**src/rtl/muldiv_unit_pkg.sv**
```systemverilog
// Shared constants, FSM encoding and helpers for the rysy RV32M multiply/divide unit.
// Supplies the default register width when the core has not already defined `REG_LEN.
`ifndef REG_LEN
`define REG_LEN 32
`endif

package muldiv_unit_pkg;

  localparam logic [2:0] MULDIV_MUL    = 3'b000;
  localparam logic [2:0] MULDIV_MULH   = 3'b001;
  localparam logic [2:0] MULDIV_MULHSU = 3'b010;
  localparam logic [2:0] MULDIV_MULHU  = 3'b011;
  localparam logic [2:0] MULDIV_DIV    = 3'b100;
  localparam logic [2:0] MULDIV_DIVU   = 3'b101;
  localparam logic [2:0] MULDIV_REM    = 3'b110;
  localparam logic [2:0] MULDIV_REMU   = 3'b111;

  localparam int MULDIV_CYCLES = `REG_LEN;

  typedef enum logic [1:0] {
    MD_IDLE = 2'd0,
    MD_CALC = 2'd1,
    MD_DONE = 2'd2
  } md_state_e;

  function automatic logic [`REG_LEN-1:0] magnitude(input logic [`REG_LEN-1:0] v,
                                                    input logic               neg);
    return neg ? -v : v;
  endfunction

endpackage

```
**src/rtl/muldiv_divider.sv**
```systemverilog
// Restoring divider datapath: one quotient bit per step on unsigned magnitudes.
// The dividend shifts out of the quotient register into the partial remainder.
module muldiv_divider
  import muldiv_unit_pkg::*;
(
  input  logic                clk,
  input  logic                rst,
  input  logic                load,
  input  logic                step,
  input  logic [`REG_LEN-1:0] dividend,
  input  logic [`REG_LEN-1:0] divisor,
  output logic [`REG_LEN-1:0] quotient,
  output logic [`REG_LEN-1:0] remainder
);

  localparam int W = `REG_LEN;

  logic [W-1:0] divisor_q;
  logic [W:0]   partial;
  logic [W:0]   diff;

  // The remainder always stays below the divisor, so W+1 bits hold the trial value.
  always_comb begin
    partial = {remainder, quotient[W-1]};
    diff    = partial - {1'b0, divisor_q};
  end

  always_ff @(posedge clk) begin
    if (rst) begin
      quotient  <= '0;
      remainder <= '0;
      divisor_q <= '0;
    end else if (load) begin
      quotient  <= dividend;
      remainder <= '0;
      divisor_q <= divisor;
    end else if (step) begin
      if (!diff[W]) begin
        remainder <= diff[W-1:0];
        quotient  <= {quotient[W-2:0], 1'b1};
      end else begin
        remainder <= partial[W-1:0];
        quotient  <= {quotient[W-2:0], 1'b0};
      end
    end
  end

endmodule

```
**src/rtl/muldiv_unit.sv**
```systemverilog
// Iterative RV32M multiply/divide unit with a start/busy/done handshake.
// Divide ops are built only when RYSY_DIV_EN is defined; otherwise they complete at once with no write.
module muldiv_unit
  import muldiv_unit_pkg::*;
#(
  parameter int ADDR_LEN = 5,
  parameter int CYCLES   = MULDIV_CYCLES
) (
  input  logic                clk,
  input  logic                rst,
  input  logic                start,
  input  logic [2:0]          funct3,
  input  logic [`REG_LEN-1:0] rs1_d,
  input  logic [`REG_LEN-1:0] rs2_d,
  input  logic [ADDR_LEN-1:0] rd_in,
  output logic                busy,
  output logic                done,
  output logic [ADDR_LEN-1:0] rd,
  output logic [`REG_LEN-1:0] rd_d,
  output logic                reg_wr
);

  localparam int            W    = `REG_LEN;
  localparam int            CW   = $clog2(CYCLES) + 1;
  localparam logic [CW-1:0] LAST = CW'(CYCLES);

  md_state_e state, state_n;

  logic [CW-1:0]       iter;
  logic [2:0]          op;
  logic [ADDR_LEN-1:0] rd_q;
  logic                neg;
  logic [2*W-1:0]      acc;
  logic [2*W-1:0]      mcand;
  logic [W-1:0]        mplier;
  logic [W-1:0]        result;

  logic           a_signed, b_signed, sa, sb, start_legal, op_legal;
  logic [W-1:0]   mag_a, mag_b;
  logic [2*W-1:0] prod;
  logic [W-1:0]   fixed_res;
  logic [W-1:0]   done_val;

  assign a_signed = funct3[2] ? !funct3[0] : (funct3[1:0] != 2'b11);
  assign b_signed = funct3[2] ? !funct3[0] : !funct3[1];
  assign sa       = a_signed & rs1_d[W-1];
  assign sb       = b_signed & rs2_d[W-1];
  assign mag_a    = magnitude(rs1_d, sa);
  assign mag_b    = magnitude(rs2_d, sb);

`ifdef RYSY_DIV_EN
  logic         rem_neg;
  logic         div_zero;
  logic         div_ovf;
  logic [W-1:0] a_raw;
  logic [W-1:0] quotient, remainder;

  assign start_legal = 1'b1;
  assign op_legal    = 1'b1;

  muldiv_divider u_divider (
    .clk      (clk),
    .rst      (rst),
    .load     (state == MD_IDLE && start),
    .step     (state == MD_CALC && iter != LAST && op[2]),
    .dividend (mag_a),
    .divisor  (mag_b),
    .quotient (quotient),
    .remainder(remainder)
  );
`else
  assign start_legal = !funct3[2];
  assign op_legal    = !op[2];
`endif

  always_ff @(posedge clk) begin
    if (rst) state <= MD_IDLE;
    else     state <= state_n;
  end

  // NOTE: every always_comb output gets a default first so no path can infer a latch.
  always_comb begin
    state_n = state;
    case (state)
      MD_IDLE: if (start) state_n = start_legal ? MD_CALC : MD_DONE;
      MD_CALC: if (iter == LAST) state_n = MD_DONE;
      MD_DONE: state_n = MD_IDLE;
      default: state_n = MD_IDLE;
    endcase
  end

  // Sign fix-up is registered in the extra CALC cycle that follows the last iteration.
  always_comb begin
    prod      = neg ? -acc : acc;
    fixed_res = (op == MULDIV_MUL) ? prod[W-1:0] : prod[2*W-1:W];
`ifdef RYSY_DIV_EN
    if (op[2]) fixed_res = op[1] ? (rem_neg ? -remainder : remainder)
                                 : (neg ? -quotient : quotient);
`endif
  end

  // NOTE: sequential state uses non-blocking assignments so every register samples pre-edge values.
  always_ff @(posedge clk) begin
    if (rst) begin
      iter     <= '0;
      op       <= '0;
      rd_q     <= '0;
      neg      <= 1'b0;
      acc      <= '0;
      mcand    <= '0;
      mplier   <= '0;
      result   <= '0;
`ifdef RYSY_DIV_EN
      rem_neg  <= 1'b0;
      div_zero <= 1'b0;
      div_ovf  <= 1'b0;
      a_raw    <= '0;
`endif
    end else begin
      case (state)
        MD_IDLE: if (start) begin
          iter     <= '0;
          op       <= funct3;
          rd_q     <= rd_in;
          neg      <= sa ^ sb;
          acc      <= '0;
          mcand    <= {{W{1'b0}}, mag_a};
          mplier   <= mag_b;
`ifdef RYSY_DIV_EN
          rem_neg  <= sa;
          a_raw    <= rs1_d;
          div_zero <= (rs2_d == '0);
          div_ovf  <= funct3[2] && !funct3[0] &&
                      (rs1_d == {1'b1, {(W-1){1'b0}}}) && (rs2_d == '1);
`endif
        end
        MD_CALC: begin
          if (iter != LAST) begin
            iter   <= iter + 1'b1;
            if (mplier[0]) acc <= acc + mcand;
            mcand  <= mcand << 1;
            mplier <= mplier >> 1;
          end else begin
            result <= fixed_res;
          end
        end
        default: ;
      endcase
    end
  end

  always_comb begin
    done_val = result;
`ifdef RYSY_DIV_EN
    if (op[2] && div_zero)     done_val = op[1] ? a_raw : '1;
    else if (op[2] && div_ovf) done_val = op[1] ? '0 : {1'b1, {(W-1){1'b0}}};
`else
    if (op[2]) done_val = '0;
`endif
  end

  assign busy   = (state != MD_IDLE);
  assign done   = (state == MD_DONE);
  assign rd     = rd_q;
  assign rd_d   = done ? done_val : '0;
  assign reg_wr = done && op_legal && (rd_q != '0);

endmodule

```
**config.mk**
```make
export PLATFORM = sky130hd
export DESIGN_NAME = muldiv_unit
export DESIGN_NICKNAME = d
export VERILOG_FILES = /design/src/rtl/muldiv_unit_pkg.sv /design/src/rtl/muldiv_divider.sv /design/src/rtl/muldiv_unit.sv
export SDC_FILE = /design/constraint.sdc
export NUM_CORES = 1
export LEC_CHECK = 0
export ABC_AREA = 1
export BUFFER_PORTS_ARGS = -buffer_cell sky130_fd_sc_hd__buf_2
export CORE_MARGIN = 2
export CORE_UTILIZATION = 45
export DETAILED_ROUTE_END_ITERATION = 6
export HOLD_SLACK_MARGIN = 0.05
export MAX_ROUTING_LAYER = met4
export SYNTH_ARGS = -nofsm -noshare
export SYNTH_HDL_FRONTEND = slang
export SYNTH_HIERARCHICAL = 1
export SYNTH_SLANG_ARGS = --single-unit
```
**constraint.sdc**
```tcl
create_clock -name clk -period 2.5 [get_ports clk]
set_input_delay 0.25 -clock clk [delete_from_list [all_inputs] [get_ports clk]]
set_output_delay 0.25 -clock clk [all_outputs]
set_load 0.05 [all_outputs]
```
==> impl_metrics.ini <==
[drt]
route.vias.total = 21100
detail-route-antenna-nets = 0
drtIter0Drc = 1492
dr.pass1.iters = 7
via_per_inst = 5.35
totalWireLength_um = 68300
wl_per_cell_um = 17.3
drc_errors = 0

[outcome]
outcome = finished clean

[sta]
finalHoldViolCount = 0
finClkSkew_ps = 12.0
fmax_mhz = 429
tns_ps = 0
holdWs_ps = 54.7
finalCritPeriodShare = 0.933
worst_pin_slew_ps = 1000
min_period_ps = 2330
rsz0062_at_grt = no
finalSetupViolCount = 0
fin_ws_ps = 168
drv_slew = 0
max_slew_margin = 0.332

[hold_path]
hp-class = in -> reg
hold_end = mplier[26]
whs_path_depth = 4
hp-start = rs2_d[26]

[synth]
ys.warnings.count = 6
synthesis.area_um2 = 18000
synth_top_area_frac = 0.232
syn_avg_cell_area_um2 = 5.58
syn_inst = 3232
synth_area_leaders = dfxtp_1 23%, nand2_1 20%, inv_1 11%
ys_types = 52
ys_ff_latch = 209
yosysSeqAreaShare = 0.232
syn-num-nets = 3376
yosys.area.top_type = dfxtp_1

[cts]
cts_tree = yes
cts_setup_buffers = 0
clock_latency_ps = 560
clockRootBuffer = clkbuf_16
numCtsBuffers = 27
cts_buffer_depth = 3
htree_num_levels = 1
cts.sinks = 209
clk_pin_slew_ps = 60

[grt]
grt_pass1_wl_um = 107000
grt.overflow.total = 0
grt_max_degree = 95
gr-usage-all-layers = 0.334
antenna_found_initial = 1
grt_pass1_vias = 19600

[floorplan]
num_rows = 73
core_um2 = 39600
fp.dieW_um = 204
dieArea_um2 = 41700
die_h_um = 204
start_util = 0.455
io_pins = 115

[cells_and_area]
fin_util = 0.524
fin_cells = 3935
finish.net_count = 3533
fill_cells = 4290
final_cell_mix = 933 x nand2_1, 511 x inv_1, 342 x a21oi_1
layout_commonest_cell = nand2_1
drive_gt1_frac = 0.103
stdcell_area_um2 = 20800
syn2layout_area_growth_pct = 15.3

[setup_path]
crit_path_cell_trace = ha_1, nand2_1, inv_1, nand2_1, a21oi_1, nor2_1, nand2_1, a21oi_1, nand3_1, nand3_1, a21oi_1
crit_path_top_delay_cell = dfxtp_1
slowest_delay_ps = 590
crit_buf_inv = 1
crit_arrival_ps = 2740
path_class = reg -> reg
endpoint_kind = register
cp_max_fo = 6
cpLargestDelayFamily = simple AND/OR/NAND/NOR gates
rr_startpoint = acc[57]
startpoint_type = register
crit_required_ps = 2910
reg2reg_slack_ps = 170
rr_endpoint = acc[63]
reg2reg_depth = 11

[power_and_ir_drop]
irDropWorstVdd_uv = 521
swShare = 0.345
p_leak_nw = 10.9
power_switching_mw = 3.54
pwr-share-seq = 0.366
internal_power_mw = 6.73
clkPwrFrac = 0.394
power_mw = 10.3
pwr-share-comb = 0.240
power_density_nw_per_um2 = 495

[placed_design]
place_inst = 3859
place_ws_ps = 91.1
gp_congestion = 1.01
io_buffers = 114
dpl.hpwl_um = 53500
dpl_cell_area_um2 = 19500

[run]
maxCapViolCount = 0
cells in the mapped netlist (all sizes together):
library cell / number
o211ai: 7
and3: 2
or4: 1
a211oi: 4
ha: 68
o2111ai: 2
buf: 57
a21oi: 344
o21bai: 8
a21boi: 1
o21a: 1
fa: 1
o21ai: 250
nor3b: 2
a2111oi: 1
nor3: 42
nor2: 354
clkinv: 2
o31ai: 2
inv: 533
nand2: 951
nand4: 38
nor4: 6
nand3b: 10
dfxtp: 209
clkbuf: 48
nand3: 237
a22oi: 2
or2: 11
a31o: 1
xnor2: 4
a31oi: 10
xor2: 20
o22ai: 2
and2: 1
registers in the layout (all words and copies together) (netlist names):
name and cells:
rd 5, result 32, neg 1, mplier 32, op 3, state 2, acc 64, iter 6
mcand 64
worst min-delay path, stage by stage:
cell     delay (ps)
buf_2           120
xnor2_1          80
nand2_1          50
a21oi_1          50
area by class of cell:
type / instances / area, um2 / area share
Multi-Input combinational cell: 2383 / 11400 / 0.549
Sequential cell: 209 / 4190 / 0.202
Inverter: 535 / 2010 / 0.0967
Timing Repair Buffer: 233 / 1600 / 0.0772
Clock buffer: 36 / 769 / 0.0370
Tap cell: 525 / 657 / 0.0316
Clock inverter: 13 / 138 / 0.00663
Antenna cell: 1 / 2.50 / 0.000120
power by group through the flow:
stage | registers (mW) | logic, mW | clock network, mW
final | 3.76 | 2.46 | 4.05
after detailed placement | 3.83 | 2.40 | 0
after global routing | 3.79 | 2.76 | 4.21
after CTS | 3.76 | 2.44 | 4.11
after floorplan | 3.77 | 1.68 | 0
after global placement | 3.82 | 2.36 | 0
per-layer routing:
layer  wire, um  vias up  global-route usage
met4       3520        0               0.143
met5          0        -                   -
li1           -    10600                   -
met3       4330      152              0.0387
met2      30600      740               0.537
met1      29800     9538               0.424
repair_timing:
action | 4_1_cts | 5_1_grt
gates resized for setup | 0 | 19
hold buffers | 26 | 0
setup endpoints to repair | 0 | 18
endpoints found under the hold margin | 26 | 0
logic make-up (layout without fill, tap and decap cells):
logic type / Yosys count / count (layout) / share of synthesized area
fa+ha+maj: 69 / 69 / 0.0483
compound gates: 635 / 635 / 0.184
simple gates: 1655 / 1655 / 0.385
buf+inv: 640 / 817 / 0.139
other cells: 0 / 1 / 0
flops: 209 / 209 / 0.232
xor+xnor: 24 / 24 / 0.0117
how the worst max path moves through the flow:
stage,start,endpoint,slack (ps),cells after the start
2_1_floorplan,state[1],rd_d[10],-30,5
3_3_place_gp,acc[51],acc[57],110,13
3_5_place_dp,acc[1],acc[36],90,14
4_1_cts,acc[51],acc[57],90,12
5_1_grt,state[1],acc[49],3,11
6_report,acc[57],acc[63],170,11
Power figures use the tool's default switching activity.
